==> config.mk <==
export PLATFORM = sky130hd
export DESIGN_NAME = irq_ctrl
export DESIGN_NICKNAME = d
export VERILOG_FILES = /design/src/rtl/irq_ctrl_pkg.sv /design/src/rtl/irq_ctrl_prio_enc.sv /design/src/rtl/irq_ctrl.sv
export SDC_FILE = /design/constraint.sdc
export NUM_CORES = 1
export LEC_CHECK = 0
export CAP_MARGIN = 10
export CORE_AREA = 4 4 132 134
export DETAILED_ROUTE_END_ITERATION = 8
export DIE_AREA = 0 0 136 138
export PLACE_DENSITY = 0.72
export SYNTH_ARGS = -nofsm -noshare
export SYNTH_HDL_FRONTEND = slang
export SYNTH_HIERARCHICAL = 1
export SYNTH_SLANG_ARGS = --single-unit
==> constraint.sdc <==
create_clock -name clk_i -period 5.75 [get_ports clk_i]
set_input_delay 1.15 -clock clk_i [delete_from_list [all_inputs] [get_ports clk_i]]
set_output_delay 1.15 -clock clk_i [all_outputs]
set_load 0.02 [all_outputs]
==> src/rtl/irq_ctrl_pkg.sv <==
// Shared types and constants for the core-local trap controller.
package irq_ctrl_pkg;

    typedef enum logic [2:0] {
        S_IDLE       = 3'd0,
        S_W_MEPC     = 3'd1,
        S_W_MSTATUS  = 3'd2,
        S_W_MCAUSE   = 3'd3,
        S_REDIRECT   = 3'd4,
        S_W_MRET     = 3'd5,
        S_MRET_REDIR = 3'd6
    } state_e;

    localparam logic [11:0] CSR_MSTATUS = 12'h300;
    localparam logic [11:0] CSR_MEPC    = 12'h341;
    localparam logic [11:0] CSR_MCAUSE  = 12'h342;
    localparam logic [11:0] CSR_MTVEC   = 12'h305;

    localparam logic [31:0] CAUSE_ILLEGAL    = 32'd2;
    localparam logic [31:0] CAUSE_BREAKPOINT = 32'd3;
    localparam logic [31:0] CAUSE_ECALL      = 32'd11;

    localparam logic [31:0] INST_ECALL  = 32'h0000_0073;
    localparam logic [31:0] INST_EBREAK = 32'h0010_0073;
    localparam logic [31:0] INST_MRET   = 32'h3020_0073;

    // Trap entry: stash MIE in MPIE, disable interrupts, record machine mode.
    function automatic logic [31:0] mstatus_trap(input logic [31:0] m);
        logic [31:0] r;
        r        = m;
        r[7]     = m[3];
        r[3]     = 1'b0;
        r[12:11] = 2'b11;
        return r;
    endfunction

    function automatic logic [31:0] mstatus_mret(input logic [31:0] m);
        logic [31:0] r;
        r        = m;
        r[3]     = m[7];
        r[7]     = 1'b1;
        r[12:11] = 2'b11;
        return r;
    endfunction

endpackage

==> src/rtl/irq_ctrl_prio_enc.sv <==
// Fixed-priority encoder: lowest set request index wins.
module irq_prio_enc #(
    parameter int  N  = 8,
    localparam int IW = (N > 1) ? $clog2(N) : 1
) (
    input  logic [N-1:0]  req,
    output logic          valid,
    output logic [IW-1:0] idx,
    output logic [N-1:0]  onehot
);

    always_comb begin
        valid  = 1'b0;
        idx    = '0;
        onehot = '0;
        // Scan downward so the lowest index is the last to overwrite.
        for (int i = N - 1; i >= 0; i--) begin
            if (req[i]) begin
                valid  = 1'b1;
                idx    = IW'(i);
                onehot = N'(1) << i;
            end
        end
    end

endmodule

==> src/rtl/irq_ctrl.sv <==
// Trap controller: picks sync trap / interrupt / MRET, sequences CSR writes, redirects fetch.
module irq_ctrl
    import irq_ctrl_pkg::*;
#(
    parameter int                 NUM_IRQ        = 8,
    parameter int                 IRQ_CAUSE_BASE = 16,
    parameter logic [NUM_IRQ-1:0] EDGE_MASK      = '0
) (
    input  logic               clk_i,
    input  logic               rst_i,
    input  logic [31:0]        inst_i,
    input  logic [31:0]        inst_addr_i,
    input  logic               inst_valid_i,
    input  logic               illegal_i,
    input  logic               jump_flag_i,
    input  logic [31:0]        jump_addr_i,
    input  logic [31:0]        csr_mtvec_i,
    input  logic [31:0]        csr_mepc_i,
    input  logic [31:0]        csr_mstatus_i,
    input  logic [31:0]        csr_mie_i,
    input  logic [NUM_IRQ-1:0] irq_i,
    output logic [NUM_IRQ-1:0] irq_claim_o,
    output logic               csr_wen_o,
    output logic [31:0]        csr_waddr_o,
    output logic [31:0]        csr_wdata_o,
    output logic               busy_o,
    output logic               int_flag_o,
    output logic [31:0]        int_addr_o
);

    localparam int IW = (NUM_IRQ > 1) ? $clog2(NUM_IRQ) : 1;

    state_e             state_q, state_d;
    logic [NUM_IRQ-1:0] hist_q, edge_pend_q, pend, mie_bits, elig, win_oh;
    logic               win_vld;
    logic [IW-1:0]      win_idx;
    logic [31:0]        cause_q, cause_d;
    logic               async_q, async_d;

    logic [NUM_IRQ-1:0] claim_d;
    logic               wen_d, flag_d;
    logic [31:0]        waddr_d, wdata_d, addr_d;

    logic               is_ecall, is_ebreak, is_mret, sync_trap, idle, take;
    logic [31:0]        sync_cause, vec_base, redir_addr;
    logic               unused_mie;

    // Edge lines latch until claimed; level lines follow the pin directly.
    assign pend = (edge_pend_q & EDGE_MASK) | (irq_i & ~EDGE_MASK);

    always_ff @(posedge clk_i) begin
        if (rst_i) begin
            hist_q      <= '0;
            edge_pend_q <= '0;
        end else begin
            hist_q      <= irq_i;
            edge_pend_q <= ((edge_pend_q & ~irq_claim_o) | (irq_i & ~hist_q)) & EDGE_MASK;
        end
    end

    for (genvar g = 0; g < NUM_IRQ; g++) begin : g_mie
        assign mie_bits[g] = csr_mie_i[IRQ_CAUSE_BASE + g];
    end
    assign unused_mie = ^csr_mie_i;

    assign elig = pend & mie_bits & {NUM_IRQ{csr_mstatus_i[3]}};

    irq_prio_enc #(.N(NUM_IRQ)) u_prio (
        .req    (elig),
        .valid  (win_vld),
        .idx    (win_idx),
        .onehot (win_oh)
    );

    assign is_ecall   = inst_valid_i && (inst_i == INST_ECALL);
    assign is_ebreak  = inst_valid_i && (inst_i == INST_EBREAK);
    assign is_mret    = inst_valid_i && (inst_i == INST_MRET);
    assign sync_trap  = (inst_valid_i && illegal_i) || is_ecall || is_ebreak;
    assign sync_cause = illegal_i ? CAUSE_ILLEGAL : (is_ecall ? CAUSE_ECALL : CAUSE_BREAKPOINT);

    assign idle   = (state_q == S_IDLE);
    assign take   = idle && (sync_trap || win_vld || is_mret);
    assign busy_o = take || !idle;

    // Synchronous traps always land on the base, even in vectored mode.
    assign vec_base   = {csr_mtvec_i[31:2], 2'b00};
    assign redir_addr = (csr_mtvec_i[1:0] == 2'b01 && async_q)
                      ? vec_base + {cause_q[29:0], 2'b00} : vec_base;

    always_comb begin
        state_d = state_q;
        cause_d = cause_q;
        async_d = async_q;
        claim_d = '0;
        wen_d   = 1'b0;
        waddr_d = '0;
        wdata_d = '0;
        flag_d  = 1'b0;
        addr_d  = '0;
        case (state_q)
            S_IDLE: begin
                if (sync_trap) begin
                    state_d = S_W_MEPC;
                    cause_d = sync_cause;
                    async_d = 1'b0;
                    wen_d   = 1'b1;
                    waddr_d = {20'd0, CSR_MEPC};
                    wdata_d = inst_addr_i;
                end else if (win_vld) begin
                    state_d = S_W_MEPC;
                    cause_d = {1'b1, 31'(IRQ_CAUSE_BASE) + 31'(win_idx)};
                    async_d = 1'b1;
                    wen_d   = 1'b1;
                    waddr_d = {20'd0, CSR_MEPC};
                    wdata_d = jump_flag_i ? jump_addr_i : inst_addr_i;
                    claim_d = win_oh;
                end else if (is_mret) begin
                    state_d = S_W_MRET;
                    wen_d   = 1'b1;
                    waddr_d = {20'd0, CSR_MSTATUS};
                    wdata_d = mstatus_mret(csr_mstatus_i);
                end
            end
            S_W_MEPC: begin
                state_d = S_W_MSTATUS;
                wen_d   = 1'b1;
                waddr_d = {20'd0, CSR_MSTATUS};
                wdata_d = mstatus_trap(csr_mstatus_i);
            end
            S_W_MSTATUS: begin
                state_d = S_W_MCAUSE;
                wen_d   = 1'b1;
                waddr_d = {20'd0, CSR_MCAUSE};
                wdata_d = cause_q;
            end
            S_W_MCAUSE: begin
                state_d = S_REDIRECT;
                flag_d  = 1'b1;
                addr_d  = redir_addr;
            end
            S_REDIRECT:   state_d = S_IDLE;
            S_W_MRET: begin
                state_d = S_MRET_REDIR;
                flag_d  = 1'b1;
                addr_d  = csr_mepc_i;
            end
            S_MRET_REDIR: state_d = S_IDLE;
            default:      state_d = S_IDLE;
        endcase
    end

    // Outputs are registered from the next-state decode, so each shows one cycle after its state is entered.
    always_ff @(posedge clk_i) begin
        if (rst_i) begin
            state_q     <= S_IDLE;
            cause_q     <= '0;
            async_q     <= 1'b0;
            irq_claim_o <= '0;
            csr_wen_o   <= 1'b0;
            csr_waddr_o <= '0;
            csr_wdata_o <= '0;
            int_flag_o  <= 1'b0;
            int_addr_o  <= '0;
        end else begin
            state_q     <= state_d;
            cause_q     <= cause_d;
            async_q     <= async_d;
            irq_claim_o <= claim_d;
            csr_wen_o   <= wen_d;
            csr_waddr_o <= waddr_d;
            csr_wdata_o <= wdata_d;
            int_flag_o  <= flag_d;
            int_addr_o  <= addr_d;
        end
    end

endmodule

==> results of run 1 <==
-- cells in the mapped netlist, types with 8 or more instances --
master / n
nand4_1: 8
and2_1: 16
clkbuf_1: 37
xnor2_1: 26
buf_4: 32
a211oi_1: 8
o21ai_0: 31
o21a_1: 51
and3_1: 11
nor2_1: 83
a21oi_1: 36
nand2_1: 62
dfxtp_1: 85
o31ai_2: 20
nor3_1: 9
inv_1: 14
nand3_1: 34
nor4_1: 11
-- how the worst min path moves through the flow --
stage,startpoint,end,slack [ps],cells past startpoint
after floorplan,cause_q[3]$_SDFFE_PP0P_,csr_wdata_o[3]$_SDFF_PP0_,440,2
after global placement,cause_q[2]$_SDFFE_PP0P_,cause_q[2]$_SDFFE_PP0P_,500,2
after detailed placement,cause_q[2]$_SDFFE_PP0P_,cause_q[2]$_SDFFE_PP0P_,510,2
after CTS,cause_q[2]$_SDFFE_PP0P_,cause_q[2]$_SDFFE_PP0P_,520,2
after global routing,cause_q[2]$_SDFFE_PP0P_,cause_q[2]$_SDFFE_PP0P_,540,2
final,cause_q[2]$_SDFFE_PP0P_,cause_q[2]$_SDFFE_PP0P_,520,2
-- worst max-delay path, cell delays in order --
cell,delay (ps)
clkdlybuf4s50_1,530
and3_1,260
or4_4,550
nor3_2,190
nand2_2,80
nor3_1,300
nand2_1,90
clkdlybuf4s50_1,560
-- metal layers --
layer  up-vias  track usage  part of all wire
li1       2876            -                 -
met1      2746       0.2513              0.41
met2       268       0.3544              0.48
met3        24      0.05269             0.089
met4         0      0.06260             0.018
met5         -            0                 0
-- state kept, by name, summed over array words and instances, names as in the netlist --
| name | count |
|---|---|
| irq_claim_o | 8 |
| state_q | 3 |
| csr_waddr_o | 4 |
| cause_q | 5 |
| int_flag_o | 1 |
| csr_wdata_o | 32 |
| int_addr_o | 32 |
-- cell type report --
type	instances	area, µm²	share of cell area
repair buffers	301	2980	0.3457
clock buffers	11	252.7	0.02931
flip-flops and latches	85	1702	0.1974
multi-input cells	529	3294	0.3821
inverters	14	52.55	0.006095
clock inverters	5	65.06	0.007546
well taps	220	275.3	0.03193
-- stage by stage --
stage,util,cells
after CTS,0.5293,1165
after global placement,0.5098,1149
final,0.5293,1165
after global routing,0.5293,1165
after detailed placement,0.5098,1149
after floorplan,-,704
-- kinds of logic after synthesis --
kind of cell,after synthesis,share of synthesized area
adders and majority gates,6,0.01537
xor gates and xnor gates,27,0.04403
other,1,0.0006981
DFF,85,0.3168
AOI/OAI and AO/OA,187,0.2593
and+or+nand+nor,279,0.2686
buffers and inverters,90,0.08921
muxes,3,0.006056
-- report_power, final --
group | internal, mW | switching, mW
clock network | 0.366 | 0.264
logic | 0.330 | 0.324
registers | 0.642 | 0.0256
==> flow_metrics.tcl, run 1 <==
set metrics [dict create \
    setup_violations 0 \
    diodes 0 \
    place_area_um2 8304 \
    finalInstanceArea_um2 8622 \
    yosysSeqAreaShare 0.3168 \
    ff2ff_setup_slack_ps 2930 \
    clock_skew_ps 7.008 \
    core_um2 16290 \
    leakage_nw 3.199 \
    holdWs_ps 519.3 \
    path_class "in -> out" \
    num_rows 47 \
    period_share 0.8465 \
    drive_above_1_share 0.08042 \
    slew_headroom 0.2422 \
    cts_buffer_depth 2 \
    pwr_density_cell_nw_per_um2 226.3 \
    fp.dieArea_um2 18770 \
    yosys.area.top_type_share 0.3168 \
    synth_edf_count 0 \
    cts-resized-gates 0 \
    reg2reg_depth 8 \
    synthFlopType "dfxtp_1" \
    drc_errors 0 \
    drtIter0Drc 300 \
    grt_first_pass_wirelength_um 31010 \
    ys_ff_latch 85 \
    num_vias 5914 \
    crit_required_ps 4600 \
    netlist_area_um2 5371 \
    max_freq_mhz 205.5 \
    post_cts_buffers 0 \
    critPathCapture "busy_o" \
    dpl.hpwl_um 15560 \
    totalWireLength_um 20370 \
    first_pass_iters 5 \
    cts_tree "yes" \
    io_pins 344 \
    port_buffers 290 \
    ir_drop_mv 0.1500 \
    cts_buffers 9 \
    async_reset_ff_frac 0 \
    timing.setup.tns_ps 0 \
    worstPathArrival_ps 3720 \
    hold_violations 0 \
    fin_crit_ps 4867 \
    crit_path_end_kind "output pin" \
    final_common_cell "clkdlybuf4s50_1" \
    ys_warn_count 6 \
    overflow 0 \
    r2r-end "int_addr_o[10]$_SDFF_PP0_" \
    worstHoldPathType "reg -> reg" \
    outcome "complete, no violations" \
    p_total_mw 1.951 \
    synthToLayoutAreaGrowth_pct 60.52 \
    ys_top_cells_by_area "dfxtp_1, o21a_1, nor2_1, o31ai_2, buf_4" \
    antenna_left 0 \
    ys_types 64 \
    die_h_um 138 \
    clockRootBuffer "clkbuf_16" \
    r2r-start "cause_q[0]$_SDFFE_PP0P_" \
    worst_slack_ps 882.8 \
    tightest_slew_ps 1137 \
    grt.total_usage 0.2060 \
    cts_hold_buf 0 \
    fp.dieW_um 136 \
    critical_path.startpoint "csr_mstatus_i[3]" \
    netlist_instances 678 \
    place.gp.congestion 0.8027 \
    crit_path_max_fanout 9 \
    drt-vias-per-instance 5.076 \
    routedWlPerCell_um 17.49 \
    clk_transition_reported_paths_ps 70 \
    grt_setup_unrepaired "no" \
    cts.sinks 85 \
    grt_pass1_vias 5801 \
    synth_top_area_cell "dfxtp_1" \
    postSynthAreaPerCell_um2 7.922 \
    layout_common_cells "clkdlybuf4s50_1, dfxtp_1, nor2_1" \
    cts-htree-levels 3 \
    nets 1183 \
    start_util 0.3297 \
    antenna_found_initial 0 \
    post-place-ws_ps 863.4 \
    drv_cap 0 \
    clkLatencyLatePin_ps 340 \
    fillers 1554 \
    grt_max_degree 59 \
    worstSetupStartpointType "primary input" \
    maxSlewViolCount 0 \
]
Note: power is estimated with default switching activity, not from simulation.
==> run 2: changes to the inputs <==
--- a/config.mk
+++ b/config.mk
@@ -6,10 +6,10 @@
 export NUM_CORES = 1
 export LEC_CHECK = 0
 export CAP_MARGIN = 10
-export CORE_AREA = 4 4 132 134
+export CORE_AREA = 4 4 133 135
 export DETAILED_ROUTE_END_ITERATION = 8
-export DIE_AREA = 0 0 136 138
-export PLACE_DENSITY = 0.72
+export DIE_AREA = 0 0 137 139
+export PLACE_DENSITY = 0.71
 export SYNTH_ARGS = -nofsm -noshare
 export SYNTH_HDL_FRONTEND = slang
 export SYNTH_HIERARCHICAL = 1
==> constraint.sdc (replaced) <==
create_clock -name clk_i -period 4.96 [get_ports clk_i]
set_input_delay 0.992 -clock clk_i [delete_from_list [all_inputs] [get_ports clk_i]]
set_output_delay 0.992 -clock clk_i [all_outputs]
set_load 0.02 [all_outputs]
==> run 2 against run 1 <==
Clock power up 8.3%. Core utilization down 0.56 points. First-iteration DRC count rose by 4.7%. Sequential power increased by 16%. Clock-buffer cell count decreased by 2. Combinational power rose by 16%. Via count fell by 0.25%. Sequential share of layout area is essentially flat. Register-to-register slack got worse by 690 ps. Cell count rose by 0.34%.
==> flow_metrics.tcl, run 2 (same netlist as run 1, synthesis figures left out) <==
set metrics [dict create \
    ir_drop_mv 0.1582 \
    grt_max_degree 59 \
    routedWlPerCell_um 17.44 \
    drive_above_1_share 0.08430 \
    io_pins 344 \
    place_area_um2 8334 \
    worst_slack_ps 367.6 \
    cts_buffer_depth 2 \
    period_share 0.9259 \
    layout_common_cells "clkdlybuf4s50_1, dfxtp_1, nor2_1" \
    place.gp.congestion 0.8100 \
    antenna_found_initial 2 \
    totalWireLength_um 20390 \
    antenna_left 0 \
    worstSetupStartpointType "primary input" \
    clk_transition_reported_paths_ps 70 \
    leakage_nw 3.198 \
    start_util 0.3262 \
    drt-vias-per-instance 5.046 \
    drc_errors 0 \
    top_regs "csr_wdata_o (32), int_addr_o (32), irq_claim_o (8)" \
    post-place-ws_ps 383.0 \
    post_cts_buffers 0 \
    overflow 0 \
    crit_path_max_fanout 9 \
    cts.sinks 85 \
    diodes 0 \
    die_h_um 139 \
    fin_crit_ps 4592 \
    outcome "complete, no violations" \
    slew_headroom 0.4094 \
    clkLatencyLatePin_ps 350 \
    finalInstanceArea_um2 8623 \
    crit_required_ps 3970 \
    grt.total_usage 0.2053 \
    path_class "in -> out" \
    first_pass_iters 5 \
    synthToLayoutAreaGrowth_pct 60.54 \
    tightest_slew_ps 885.8 \
    fp.dieW_um 137 \
    core_um2 16470 \
    clockRootBuffer "clkbuf_16" \
    cts-resized-gates 0 \
    maxSlewViolCount 0 \
    final_common_cell "clkdlybuf4s50_1" \
    fp.dieArea_um2 19040 \
    dpl.hpwl_um 15820 \
    num_vias 5899 \
    cts_buffers 9 \
    worstHoldPathType "reg -> reg" \
    grt_pass1_vias 5722 \
    nets 1187 \
    grt_setup_unrepaired "no" \
    cts-htree-levels 3 \
    drtIter0Drc 314 \
    pwr_density_cell_nw_per_um2 256.8 \
    drv_cap 0 \
    num_rows 47 \
    hold_violations 0 \
    p_total_mw 2.214 \
    crit_path_end_kind "output pin" \
    cts_hold_buf 0 \
    max_freq_mhz 217.8 \
    cts_tree "yes" \
    clock_skew_ps 12.07 \
    timing.setup.tns_ps 0 \
    final_util 0.5237 \
    grt_first_pass_wirelength_um 30550 \
    setup_violations 0 \
    port_buffers 290 \
    worstPathArrival_ps 3600 \
]
run 2: layout make-up:
cell class                      count  area (µm²)
Fill cell                        1581        7843
Inverter                           14       52.55
Clock buffer                        9       225.2
Tap cell                          220       275.3
Timing Repair Buffer              305        3010
Multi-Input combinational cell    529        3294
Clock inverter                      7       63.81
Sequential cell                    85        1702
run 2: critical path: stages:
cell and delay (ps):
clkdlybuf4s50_1 550, and3_1 290, or4_4 540, nor3_2 190, nand2_2 90, nor3_1 300, nand2_1 90, clkdlybuf4s50_1 550
run 2: routing by layer:
layer | part of all wire | GRT usage | wire length [µm]
met1 | 0.40 | 0.2381 | 8060
met2 | 0.47 | 0.3524 | 9682
met3 | 0.10 | 0.06241 | 2064
met4 | 0.027 | 0.07616 | 556
met5 | 0.0011 | 0 | 22
run 2: power breakdown:
| part | internal [mW] | switching [mW] | total [mW] |
|---|---|---|---|
| logic | 0.384 | 0.373 | 0.758 |
| registers | 0.744 | 0.0309 | 0.774 |
| clock network | 0.353 | 0.330 | 0.682 |
| total | 1.48 | 0.734 | 2.21 |
run 2: stage by stage:
stage               hold WS, ps  instances
floorplan                 443.3        704
global placement          515.6       1153
detailed placement        511.5       1153
CTS                       522.8       1169
global route              546.6       1169
finish                    523.7       1169
run 2: path summary, 6_finish.rpt:
| check | start | end | slack (ps) | cells past startpoint |
|---|---|---|---|---|
| max | csr_mstatus_i[3] | busy_o | 370 | 8 |
| min | cause_q[3]$_SDFFE_PP0P_ | cause_q[3]$_SDFFE_PP0P_ | 520 | 2 |
| min reg2reg | cause_q[3]$_SDFFE_PP0P_ | cause_q[3]$_SDFFE_PP0P_ | 520 | 2 |
| max reg2reg | cause_q[4]$_SDFFE_PP0P_ | int_addr_o[31]$_SDFF_PP0_ | 2240 | 6 |
